==> src/rtl/nor_chain_pulse_tester.sv <==
// nor_chain_pulse_tester
// Launches a train of pulses into a chain of NOR2_X1-style inverters and
// counts the edges that arrive at the chain output. A difference between the
// launched and observed edge counts shows that the chain filtered or
// cancelled pulses.
//
// Ports
//   clk_i            clock
//   rst_i            synchronous active-high reset
//   start_i          single-cycle run request, honoured only while idle
//   pulse_width_i    high-phase length in cycles (0 behaves as 1)
//   gap_width_i      low-phase length in cycles (0 behaves as 1)
//   num_pulses_i     number of pulses in the train
//   chain_in_o       registered chain stimulus
//   chain_out_o      raw (unregistered) chain output
//   busy_o           high whenever the controller is not idle
//   done_o           one-cycle completion strobe
//   launched_edges_o edges driven into the chain in the current/last run
//   observed_edges_o edges seen at the synchronised chain output
//   mismatch_o       launched and observed counts differ, valid from done_o
module nor_chain_pulse_tester #(
  parameter int STAGES       = 26,
  parameter int PIN_MODE     = 0,
  parameter int WB           = 8,
  parameter int CB           = 16,
  parameter int DRAIN_CYCLES = 8
) (
  input  logic          clk_i,
  input  logic          rst_i,
  input  logic          start_i,
  input  logic [WB-1:0] pulse_width_i,
  input  logic [WB-1:0] gap_width_i,
  input  logic [CB-1:0] num_pulses_i,
  output logic          chain_in_o,
  output logic          chain_out_o,
  output logic          busy_o,
  output logic          done_o,
  output logic [CB:0]   launched_edges_o,
  output logic [CB:0]   observed_edges_o,
  output logic          mismatch_o
);

  // Phase counter must hold both the width fields and the drain length.
  localparam int DW = $clog2(DRAIN_CYCLES + 1);
  localparam int CW = (WB > DW) ? WB : DW;

  typedef enum logic [2:0] {
    ST_IDLE  = 3'd0,
    ST_HIGH  = 3'd1,
    ST_LOW   = 3'd2,
    ST_DRAIN = 3'd3,
    ST_DONE  = 3'd4
  } state_e;

  state_e        state_q, state_d;
  logic [CW-1:0] cnt_q, cnt_d;
  logic [CB-1:0] rem_q, rem_d;
  logic [WB-1:0] pw_q, pw_d;
  logic [WB-1:0] gw_q, gw_d;
  logic          chain_in_q, chain_in_d;
  logic [CB:0]   launched_q, launched_d;
  logic [CB:0]   observed_q, observed_d;
  logic          mismatch_q, mismatch_d;
  logic          busy_q, done_q;
  logic          s1_q, s2_q, s3_q;
  logic          count_en_s;
  logic [WB-1:0] pw_norm_s, gw_norm_s;

  // Saturating edge-counter increment.
  function automatic logic [CB:0] sat_inc(input logic [CB:0] v);
    if (v == {(CB+1){1'b1}}) begin
      return v;
    end else begin
      return v + (CB+1)'(1);
    end
  endfunction

  // Delay chain: each stage is a NOR2 with one pin tied low, i.e. an
  // inverter whose active pin is chosen by PIN_MODE.
  for (genvar k = 0; k < STAGES; k++) begin : g_stage
    logic in_s, a1_s, a2_s, out_s;
    if (k == 0) begin : g_first
      assign in_s = chain_in_q;
    end else begin : g_next
      assign in_s = g_stage[k-1].out_s;
    end
    if ((PIN_MODE == 2) || ((PIN_MODE == 1) && ((k % 2) == 1))) begin : g_pin_a1
      assign a1_s = in_s;
      assign a2_s = 1'b0;
    end else begin : g_pin_a2
      assign a1_s = 1'b0;
      assign a2_s = in_s;
    end
    assign out_s = ~(a1_s | a2_s);
  end

  assign chain_out_o = g_stage[STAGES-1].out_s;

  assign pw_norm_s  = (pulse_width_i == '0) ? WB'(1) : pulse_width_i;
  assign gw_norm_s  = (gap_width_i == '0) ? WB'(1) : gap_width_i;
  assign count_en_s = (state_q == ST_HIGH) || (state_q == ST_LOW) || (state_q == ST_DRAIN);

  // Next-state, pulse sequencing and edge-count logic.
  always_comb begin
    state_d    = state_q;
    cnt_d      = cnt_q;
    rem_d      = rem_q;
    pw_d       = pw_q;
    gw_d       = gw_q;
    chain_in_d = chain_in_q;
    launched_d = launched_q;
    observed_d = observed_q;
    mismatch_d = mismatch_q;

    // s2/s3 differ for exactly one cycle per edge seen at the chain output.
    if (count_en_s && (s2_q != s3_q)) begin
      observed_d = sat_inc(observed_q);
    end else begin
      observed_d = observed_q;
    end

    case (state_q)
      ST_IDLE: begin
        if (start_i) begin
          pw_d       = pw_norm_s;
          gw_d       = gw_norm_s;
          rem_d      = num_pulses_i;
          launched_d = '0;
          observed_d = '0;
          mismatch_d = 1'b0;
          if (num_pulses_i == '0) begin
            state_d = ST_DONE;
          end else begin
            state_d    = ST_HIGH;
            chain_in_d = 1'b1;
            launched_d = (CB+1)'(1);
            cnt_d      = CW'(pw_norm_s) - CW'(1);
          end
        end else begin
          state_d = ST_IDLE;
        end
      end
      ST_HIGH: begin
        if (cnt_q == '0) begin
          state_d    = ST_LOW;
          chain_in_d = 1'b0;
          launched_d = sat_inc(launched_q);
          cnt_d      = CW'(gw_q) - CW'(1);
        end else begin
          cnt_d = cnt_q - CW'(1);
        end
      end
      ST_LOW: begin
        if (cnt_q == '0) begin
          rem_d = rem_q - CB'(1);
          if (rem_q > CB'(1)) begin
            state_d    = ST_HIGH;
            chain_in_d = 1'b1;
            launched_d = sat_inc(launched_q);
            cnt_d      = CW'(pw_q) - CW'(1);
          end else begin
            state_d = ST_DRAIN;
            cnt_d   = CW'(DRAIN_CYCLES - 1);
          end
        end else begin
          cnt_d = cnt_q - CW'(1);
        end
      end
      ST_DRAIN: begin
        if (cnt_q == '0) begin
          // Evaluated on the way into DONE so it is valid alongside done.
          state_d    = ST_DONE;
          mismatch_d = (launched_q != observed_d);
        end else begin
          cnt_d = cnt_q - CW'(1);
        end
      end
      ST_DONE: begin
        state_d = ST_IDLE;
      end
      default: begin
        state_d = ST_IDLE;
      end
    endcase
  end

  // State, counters, synchroniser and registered status outputs.
  always_ff @(posedge clk_i) begin
    if (rst_i) begin
      state_q    <= ST_IDLE;
      cnt_q      <= '0;
      rem_q      <= '0;
      pw_q       <= '0;
      gw_q       <= '0;
      chain_in_q <= 1'b0;
      launched_q <= '0;
      observed_q <= '0;
      mismatch_q <= 1'b0;
      busy_q     <= 1'b0;
      done_q     <= 1'b0;
      s1_q       <= 1'b0;
      s2_q       <= 1'b0;
      s3_q       <= 1'b0;
    end else begin
      state_q    <= state_d;
      cnt_q      <= cnt_d;
      rem_q      <= rem_d;
      pw_q       <= pw_d;
      gw_q       <= gw_d;
      chain_in_q <= chain_in_d;
      launched_q <= launched_d;
      observed_q <= observed_d;
      mismatch_q <= mismatch_d;
      busy_q     <= (state_d != ST_IDLE);
      done_q     <= (state_d == ST_DONE);
      s1_q       <= chain_out_o;
      s2_q       <= s1_q;
      s3_q       <= s2_q;
    end
  end

  assign chain_in_o       = chain_in_q;
  assign busy_o           = busy_q;
  assign done_o           = done_q;
  assign launched_edges_o = launched_q;
  assign observed_edges_o = observed_q;
  assign mismatch_o       = mismatch_q;

endmodule

==> config.mk <==
export PLATFORM = sky130hd
export DESIGN_NAME = nor_chain_pulse_tester
export DESIGN_NICKNAME = d
export VERILOG_FILES = /design/src/rtl/nor_chain_pulse_tester.sv
export SDC_FILE = /design/constraint.sdc
export NUM_CORES = 1
export LEC_CHECK = 0
export BUFFER_PORTS_ARGS = -buffer_cell sky130_fd_sc_hd__buf_2
export CAP_MARGIN = 20
export CORE_MARGIN = 4
export CORE_UTILIZATION = 50
export CTS_CLUSTER_SIZE = 8
export DETAILED_ROUTE_END_ITERATION = 16
export PLACE_DENSITY = 0.74
export SETUP_SLACK_MARGIN = 0.2
export SYNTH_ARGS = -nofsm -noshare
export SYNTH_HDL_FRONTEND = slang
export SYNTH_SLANG_ARGS = --single-unit
==> constraint.sdc <==
create_clock -name clk_i -period 3.1 [get_ports clk_i]
set_input_delay 0.31 -clock clk_i [delete_from_list [all_inputs] [get_ports clk_i]]
set_output_delay 0.31 -clock clk_i [all_outputs]
set_load 0.05 [all_outputs]
After elaboration in Yosys (flattened, before gate mapping):

Index checks and enable logic that the tools add are counted.

* input bits: 35
* output and inout bits: 39
* flip-flop bits (word level): 84
* word-level logic and storage cells: 95

* $lt $le $gt $ge: 1
* reduce and logical (&&, ||, !) cells: 19
* multiplexer cells: 39
* $add $sub $neg: 7
* equal/unequal tests: 15

Operator list (number)
* $mux 17: 9
* $mux 8: 8
* $pmux 17 s3: 1
* $add 17x1->17 const B: 2
* $eq 17x17->1 const B: 2
* $mux 16: 2
* $pmux 16 s2: 1
* $pmux 8 s4: 1
* $sub 8x1->8 const B: 4
* $logic_not 8->1: 3
* $ne 17x17->1: 1
* $gt 16x1->1 const B: 1
* $logic_not 16->1: 1
* $sub 16x1->16 const B: 1
* $mux 3: 5
* $pmux 3 s4: 1
* $mux 1: 8
* $ne 2x1->1 const B: 4
* $eq 3x2->1 const B: 2
* $ne 2x2->1 const B: 3
* $reduce_and 3->1: 2
* $reduce_and 6->1: 1
* $reduce_bool 3->1: 2
* $reduce_and 5->1: 1
* 13 further kinds: 15

Depth between registers and ports, before layout:

Gate-level depths: netlist of the first run.

* depth after elaboration: 8
* depth in mapped cells: 12
* gate-level depth less buffers: 12

Worst setup path after synthesis of the first run:

Ideal clock, no wire load.

* kind: flip-flop to flip-flop
* start point: reg launched_q[5], in the netlist launched_edges_o[5]
* end point: reg launched_q[7], in the netlist launched_edges_o[7]
* required time: 3.029 ns
* cell stages (with the launch flop): 12
* period minus slack after synthesis: 2.886 ns
* buffers on the path: 0
* setup time: 0.071 ns
* path slack: 0.214 ns
* arrival time: 2.815 ns
* path through: dfxtp_1 > and3_1 > and3_1 > nand4_1 > nor3_1 > ha_1 > inv_1 > a41oi_1 > nor3_1 > o2111ai_2 > or4b_1 > a21oi_1

* word-level cells in the longest chain between the ends: 5
* elaborated cells on any way between the ends: 7
* classes of those cells: add/sub: 1; eq/ne: 1; mux: 5

Ends and longest elaborated chain
* from (decl): RTL line 61 `logic [CB:0] launched_q, launched_d;`
* from (signal assigned): RTL line 211 `launched_q <= launched_d;`
* $add 17x1->17 / $eq 17x17->1 (equally long branches): RTL line 74, 71
* $mux 17 *: RTL line 71 `if (v == {(CB+1){1'b1}}) begin`
* $mux 17: RTL line 156 `if (rem_q > CB'(1)) begin`
* $mux 17: RTL line 154 `if (cnt_q == '0) begin`
* $pmux 17 s3 *: RTL line 122 `case (state_q)`

Mark *: on every way between the ends. The rest lies on a longest branch, timed or not. The select of a mux whose other input is x is not followed.
A chain may end at the register's enable or synchronous reset.

Worst setup path in the final report of the first run:

* start point: reg state_q[2]
* end point: reg mismatch_q, in the netlist mismatch_o

* word-level cells in the longest chain between the ends: 8
* elaborated cells on any way between the ends: 15
* classes of those cells: eq/ne: 6; mux: 3; reduce/logical: 6

Ends and longest elaborated chain
* from (decl): RTL line 55 `state_e state_q, state_d;`
* from (signal assigned): RTL line 205 `state_q <= state_d;`
* $eq 3x1->1 / $eq 3x2->1 (equally long branches): RTL line 101 `assign count_en_s = (state_q == ST_HIGH) || (state_q == ST_LOW) || (state_q == ST_DRAIN);`
* $logic_or 1x1->1 (2 in series): RTL line 101
* $logic_and 1x1->1: RTL line 116 `if (count_en_s && (s2_q != s3_q)) begin`
* $mux 17: RTL line 116
* $ne 17x17->1: RTL line 173 `mismatch_d = (launched_q != observed_d);`
* $mux 1: RTL line 170 `if (cnt_q == '0) begin`
* $pmux 1 s2: RTL line 122
* to (signal assigned): RTL line 213 `mismatch_q <= mismatch_d;`
* to (decl): RTL line 63 `logic mismatch_q, mismatch_d;`

Several ways; a longest one is shown, not always the timed one. The select of a mux whose other input is x is not followed.

==> results of run 1 <==
[registers in the layout (all words and copies together) (netlist names)]
register,cells
cnt_q,8
busy_o,1
launched_edges_o,17
chain_in_o,1
gw_q,8
mismatch_o,1
done_o,1
rem_q,16
observed_edges_o,17
state_q,3
s2_q,1
s3_q,1
pw_q,8
s1_q,1
[stage by stage]
step                      instances  power [mW]  instance area [µm²]
after global placement          871        2.05                 5730
final                           886        2.92                 5960
after global routing            886        3.07                 5960
after CTS                       886        2.92                 5940
after floorplan                 681        1.86                 5200
after detailed placement        871        2.06                 5730
[worst reg2reg max path: cells and delay by family (launching register included)]
kind | cells | cell delay [ns]
DFF | 1 | 0.46
AOI/OAI and AO/OA | 2 | 0.72
and+or+nand+nor | 4 | 1.38
xor gates and xnor gates | 1 | 0.16
[kinds of logic after synthesis]
| group | share of synthesized area |
|---|---|
| buffers and inverters | 0.0469 |
| multiplexers | 0.00794 |
| XOR/XNOR | 0.115 |
| adder cells (fa/ha/maj) | 0.0241 |
| flip-flops | 0.323 |
| AO/OA/AOI/OAI | 0.190 |
| AND/OR/NAND/NOR | 0.292 |
[routing by layer]
layer	vias up	wire [µm]	global-route usage
met3	28	827	0.0361
met4	0	385	0.0988
li1	2554	-	-
met1	2433	6350	0.310
met5	-	0	0
met2	163	6770	0.399
[power by group]
group	internal (mW)	switching, mW	leakage [nW]	total [mW]
Sequential	1.16	0.0927	0.687	1.25
Clock	0.450	0.411	0.0956	0.861
Combinational	0.314	0.493	1.56	0.806
[how the worst max path moves through the flow]
stage | start | depth (start not counted) | slack (ns) | end
floorplan | launched_edges_o[5] | 11 | 0.21 | launched_edges_o[7]
global placement | state_q[2] | 7 | 0.40 | mismatch_o
detailed placement | launched_edges_o[5] | 12 | 0.31 | launched_edges_o[11]
CTS | launched_edges_o[5] | 12 | 0.27 | launched_edges_o[11]
global route | state_q[2] | 7 | 0.05 | mismatch_o
finish | state_q[2] | 7 | 0.29 | mismatch_o
[area by class of cell]
cell class	instances	area share
clock buffers	11	0.0220
clock inverters	4	0.0126
inverters	25	0.0157
multi-input cells	536	0.552
flip-flops and latches	84	0.283
well taps	133	0.0279
repair buffers	93	0.0865
[cell usage in the layout, fill, tap and decap left out, types with 20 or more instances in the layout]
master / Yosys / layout
sky130_fd_sc_hd__nor2_1: 85 / 84
sky130_fd_sc_hd__o21ai_0: 31 / 31
sky130_fd_sc_hd__inv_1: 25 / 25
sky130_fd_sc_hd__buf_4: 3 / 20
sky130_fd_sc_hd__nor3_1: 31 / 29
sky130_fd_sc_hd__xnor2_1: 38 / 38
sky130_fd_sc_hd__dfxtp_1: 84 / 81
sky130_fd_sc_hd__nand2_1: 79 / 79
sky130_fd_sc_hd__xor2_1: 25 / 25
sky130_fd_sc_hd__a21oi_1: 64 / 64
sky130_fd_sc_hd__buf_2: 3 / 73
[what timing repair did]
action,in CTS,in global routing
buffers inserted,0,0
hold endpoints to repair,0,0
endpoints found under the setup margin,0,16
gates resized for setup,0,7
==> results.sh, run 1 <==
export IMPL_final_hold_worst_slack_ns=0.183
export IMPL_post_synth_main_area_contributors="sky130_fd_sc_hd__dfxtp_1 32%, sky130_fd_sc_hd__xnor2_1 6.4%, sky130_fd_sc_hd__a21oi_1 6.2%, sky130_fd_sc_hd__nor2_1 6.1%, sky130_fd_sc_hd__nand2_1 5.7%"
export IMPL_place_port_buffers=73
export IMPL_worst_hold_path_type="in -> reg"
export IMPL_avgSynthCellArea_um2=7.64
export IMPL_worstHoldStart="gap_width_i[2]"
export IMPL_synth_commonest_cells="85 x sky130_fd_sc_hd__nor2_1, 84 x sky130_fd_sc_hd__dfxtp_1, 79 x sky130_fd_sc_hd__nand2_1"
export IMPL_maximum_number_of_pins_on_one_net_before_global_route_repair=33
export IMPL_cts_tree="yes"
export IMPL_cp_top_family="simple AND/OR/NAND/NOR gates"
export IMPL_cts_root_buf="sky130_fd_sc_hd__clkbuf_8"
export IMPL_synth_ff_latch_count=84
export IMPL_power_leakage_nw=2.35
export IMPL_cp_max_fo=15
export IMPL_dp_hpwl_um=10600
export IMPL_mappedNetlistArea_mm2=0.00520
export IMPL_setup_total_negative_slack_ns=0
export IMPL_num_fill_cells=929
export IMPL_hold_buffers=0
export IMPL_worst_pin_slew_ns=1.15
export IMPL_postLayoutSetupSlackWorst_ns=0.292
export IMPL_final_net_count=794
export IMPL_synthCells=681
export IMPL_timing_critical_path_slowest_cell_delay_ns=0.57
export IMPL_drc_errors=0
export IMPL_postSynthNetCount=726
export IMPL_worst_path_most_repeated_cell="sky130_fd_sc_hd__nor4b_1"
export IMPL_worst_slew_margin_rel=0.235
export IMPL_post_synth_num_cell_types=68
export IMPL_clk_transition_reported_paths_ns=0.09
export IMPL_utilization=0.599
export IMPL_routabilityCongestion=0.944
export IMPL_seq_area_mm2=0.00169
export IMPL_r2r_slack_ns=0.29
export IMPL_ys_warn_count=0
export IMPL_placement_setup_worst_slack_ns=0.311
export IMPL_antennaDiodeCount=0
export IMPL_fp_dieArea_mm2=0.0121
export IMPL_fin_worst_skew_ns=0.0107
export IMPL_flow_area_growth_from_synthesis_pct=14.6
export IMPL_insertion_delay_ns=0.37
export IMPL_share_of_synthesized_area_occupied_by_flip_flops_and_latches=0.323
export IMPL_globalRouteTotalUtil=0.240
export IMPL_numClockSinks=84
export IMPL_start_util=0.522
export IMPL_clock_tree_buffer_depth=2
export IMPL_timing_hold_worst_path_depth=3
export IMPL_most_frequent_cell_after_synthesis="sky130_fd_sc_hd__nor2_1"
export IMPL_ios=74
export IMPL_regToRegStartpoint="state_q[2]"
export IMPL_pd_cells_mw_per_mm2=489
export IMPL_outcome="completed"
export IMPL_multiInputGateArea_mm2=0.00329
export IMPL_cp_cell_sequence="o21ba_2 -> nand3_1 -> nor4b_1 -> xnor2_1 -> nor4b_1 -> nand4b_1 -> o31a_1"
export IMPL_critPathCaptureType="register"
export IMPL_global_route_overflow_total=0
export IMPL_worst_r2r_endpoint="mismatch_o"
export IMPL_final_layout_size_suffix_gt1_frac=0.174
export IMPL_fmaxAchievable_ghz=0.356
export IMPL_worst_ep_arrival_time_ns=3.07
export IMPL_postSynth_asyncResetShare=0
export IMPL_route_detailed_wl_per_inst_um=16.2
export IMPL_final_period_minus_worst_setup_slack_ns=2.81
export IMPL_cap_viol_max_count=0
export IMPL_ir_drop_v=0.000269
export IMPL_route_vias_total=5178
export IMPL_finalSetupViolCount=0
export IMPL_detailedRoute_firstIterationViolations=302
export IMPL_synth_largest_area_cell="sky130_fd_sc_hd__dfxtp_1"
export IMPL_core_mm2=0.00995
export IMPL_final_max_slew_viol_count=0
export IMPL_first_pass_iters=5
export IMPL_cp_required_ns=3.37
export IMPL_crit_path_start_kind="register"
export IMPL_postRouteWirelength_um=14300
export IMPL_min_period_over_period=0.906
export IMPL_synth_ff_type="sky130_fd_sc_hd__dfxtp_1"
export IMPL_cts_htree_levels=3
export IMPL_worst_hold_path_endpoint="gw_q[2]"
export IMPL_number_of_cells_on_the_worst_reg_to_reg_path=7
export IMPL_core_rowCount=36
export IMPL_synth_edff_count=0
export IMPL_number_of_global_route_vias_before_repair=4817
export IMPL_numCtsBuffers=9
export IMPL_die_width_um=110
export IMPL_grt_first_pass_wirelength_um=23100
export IMPL_number_of_antenna_violations_at_the_first_check_in_global_routing=0
export IMPL_rsz0062_at_grt="yes"
export IMPL_crit_path_top_delay_cell="sky130_fd_sc_hd__nor4b_1"
export IMPL_synth_largest_type_area_fraction=0.323
export IMPL_detail_route_antenna_nets=0
export IMPL_drt_vias_per_instance=5.84
export IMPL_worst_setup_path_type="reg -> reg"
export IMPL_hold_viol=0
export IMPL_critical_path_buf_inv_count=0
export IMPL_die_height_um=110
Note: power is estimated with default switching activity, not from simulation.
==> inputs of run 2 (changes only) <==
- CAP_MARGIN: 20 -> not set
- PLACE_DENSITY: 0.74 -> 0.8
==> run 2 against run 1 <==
  * Routed wire length is 0.28% lower
  * First-iteration DRC count is 71% higher
  * Non-clock buffer count is 1 higher
  * Sequential power hardly changed
  * Fmax is 2.6% higher
  * Sequential share of layout area is 0.084 points lower
  * Power is 1.8% lower
  * Critical path type unchanged
==> results.sh, run 2 (same netlist as run 1, synthesis figures left out) <==
export IMPL_clk_transition_reported_paths_ns=0.09
export IMPL_cp_top_family="simple AND/OR/NAND/NOR gates"
export IMPL_fin_worst_skew_ns=0.00948
export IMPL_final_net_count=795
export IMPL_cp_startpoint="launched_edges_o[4]"
export IMPL_cp_required_ns=3.33
export IMPL_worst_pin_slew_ns=1.12
export IMPL_timing_critical_path_depth=13
export IMPL_global_route_overflow_total=0
export IMPL_numCtsBuffers=9
export IMPL_clock_tree_buffer_depth=2
export IMPL_most_used_cells_in_the_layout_excluding_fill_and_tap_cells="84 x sky130_fd_sc_hd__nor2_1, 83 x sky130_fd_sc_hd__dfxtp_1, 79 x sky130_fd_sc_hd__nand2_1"
export IMPL_cts_root_buf="sky130_fd_sc_hd__clkbuf_8"
export IMPL_utilization=0.600
export IMPL_critical_path_buf_inv_count=2
export IMPL_met1_length_um=6230
export IMPL_insertion_delay_ns=0.37
export IMPL_detailedRoute_firstIterationViolations=516
export IMPL_fmaxAchievable_ghz=0.365
export IMPL_fp_dieArea_mm2=0.0121
export IMPL_critPathCaptureType="register"
export IMPL_number_of_global_route_vias_before_repair=4779
export IMPL_regToRegStartpoint="launched_edges_o[4]"
export IMPL_cp_max_fo=8
export IMPL_crit_path_start_kind="register"
export IMPL_globalRouteTotalUtil=0.238
export IMPL_ir_drop_v=0.000229
export IMPL_cts_htree_levels=3
export IMPL_route_vias_total=5270
export IMPL_drc_errors=0
export IMPL_dp_hpwl_um=10500
export IMPL_power_share_switching=0.355
export IMPL_worst_slew_margin_rel=0.256
export IMPL_layout_cells_non_filler=888
export IMPL_route_detailed_wl_per_inst_um=16.1
export IMPL_cap_viol_max_count=0
export IMPL_met2RoutedLength_um=6860
export IMPL_postRouteWirelength_um=14300
export IMPL_number_of_antenna_violations_at_the_first_check_in_global_routing=0
export IMPL_drt_vias_per_instance=5.93
export IMPL_maximum_number_of_pins_on_one_net_before_global_route_repair=45
export IMPL_antennaDiodeCount=0
export IMPL_flow_area_growth_from_synthesis_pct=14.8
export IMPL_worst_r2r_endpoint="launched_edges_o[9]"
export IMPL_cp_cell_sequence="and3_1 -> and3_1 -> nand4_1 -> nor3_1 -> ha_1 -> inv_1 -> a41oi_1 -> nor3_2 -> o2111ai_2 -> buf_4 -> nor2_1 -> xnor2_1 -> nor2_1"
export IMPL_routabilityCongestion=0.940
export IMPL_hold_viol=0
export IMPL_mostFrequentLayoutCell="sky130_fd_sc_hd__nor2_1"
export IMPL_r2r_slack_ns=0.36
export IMPL_die_width_um=110
export IMPL_switchingPower_mw=1.02
export IMPL_worst_hold_path_type="in -> reg"
export IMPL_rsz0062_at_grt="yes"
export IMPL_power_mw=2.86
export IMPL_worst_setup_path_type="reg -> reg"
export IMPL_power_leakage_nw=2.34
export IMPL_route_met3_wl_um=921
export IMPL_finalSetupViolCount=0
export IMPL_die_height_um=110
export IMPL_setup_total_negative_slack_ns=0
export IMPL_outcome="completed"
export IMPL_detail_route_antenna_nets=0
export IMPL_ios=74
export IMPL_start_util=0.522
export IMPL_core_mm2=0.00995
export IMPL_dp_cells=867
export IMPL_place_port_buffers=73
export IMPL_min_period_over_period=0.883
export IMPL_num_fill_cells=933
export IMPL_pd_cells_mw_per_mm2=479
export IMPL_core_rowCount=36
export IMPL_final_hold_worst_slack_ns=0.190
export IMPL_final_layout_size_suffix_gt1_frac=0.179
export IMPL_comb_power_share=0.282
export IMPL_timing_critical_path_slowest_cell_delay_ns=0.43
export IMPL_crit_path_top_delay_cell="sky130_fd_sc_hd__dfxtp_1"
export IMPL_p_clk_frac=0.282
export IMPL_hold_buffers=0
export IMPL_numClockSinks=84
export IMPL_number_of_cells_on_the_worst_reg_to_reg_path=13
export IMPL_grt_first_pass_wirelength_um=23000
export IMPL_cts_tree="yes"
export IMPL_share_seq_of_total_power=0.436
export IMPL_first_pass_iters=5
export IMPL_p_int_mw=1.85
export IMPL_final_max_slew_viol_count=0
export IMPL_final_period_minus_worst_setup_slack_ns=2.74
export IMPL_maxUsedRoutingLayer="met4"
export IMPL_crit_end="launched_edges_o[9]"
export IMPL_worst_ep_arrival_time_ns=2.97
[run 2: metal layers]
metal | GRT usage | up-vias
li1 | - | 2560
met1 | 0.315 | 2473
met2 | 0.399 | 210
met3 | 0.0285 | 27
met4 | 0.0855 | 0
met5 | 0 | -
[run 2: worst min-delay path, cell delays in order]
cell,delay (ns)
sky130_fd_sc_hd__buf_2,0.10
sky130_fd_sc_hd__nand2_1,0.05
sky130_fd_sc_hd__a21oi_1,0.05
[run 2: cell type report]
type	instances	area (µm²)	share of cell area
clock buffer	9	124	0.0208
sequential	84	1680	0.282
tap	133	166	0.0279
inverter	25	93.8	0.0157
timing repair buffer	94	523	0.0876
multi-input combinational	536	3300	0.553
clock inverter	7	76.3	0.0128
[run 2: worst min path at each step]
stage,cells after the start,to,startpoint
after floorplan,1,s2_q,s1_q
after detailed placement,1,s2_q,s1_q
after CTS,3,gw_q[3],gap_width_i[3]
after global routing,3,gw_q[4],gap_width_i[4]
after global placement,1,s2_q,s1_q
final,3,gw_q[3],gap_width_i[3]
[run 2: power by group through the flow]
stage / combinational, mW / clock (mW) / sequential [mW]
after floorplan: 0.580 / 0 / 1.28
after global placement: 0.776 / 0 / 1.27
after detailed placement: 0.793 / 0 / 1.27
after CTS: 0.799 / 0.823 / 1.25
after global routing: 0.895 / 0.875 / 1.26
final: 0.807 / 0.808 / 1.25
[run 2: stage by stage]
step / cell area [µm²] / worst slack, ns
after floorplan: 5200 / 0.214
after global placement: 5700 / 0.370
after detailed placement: 5700 / 0.259
after CTS: 5910 / 0.252
after global routing: 5970 / 0.188
final: 5970 / 0.363
[run 2: timing repair]
item | 4_1_cts | 5_1_grt
buffers inserted | 0 | 5
pin swaps | 0 | 3
resized for setup | 1 | 7
endpoints found under the setup margin | 1 | 16
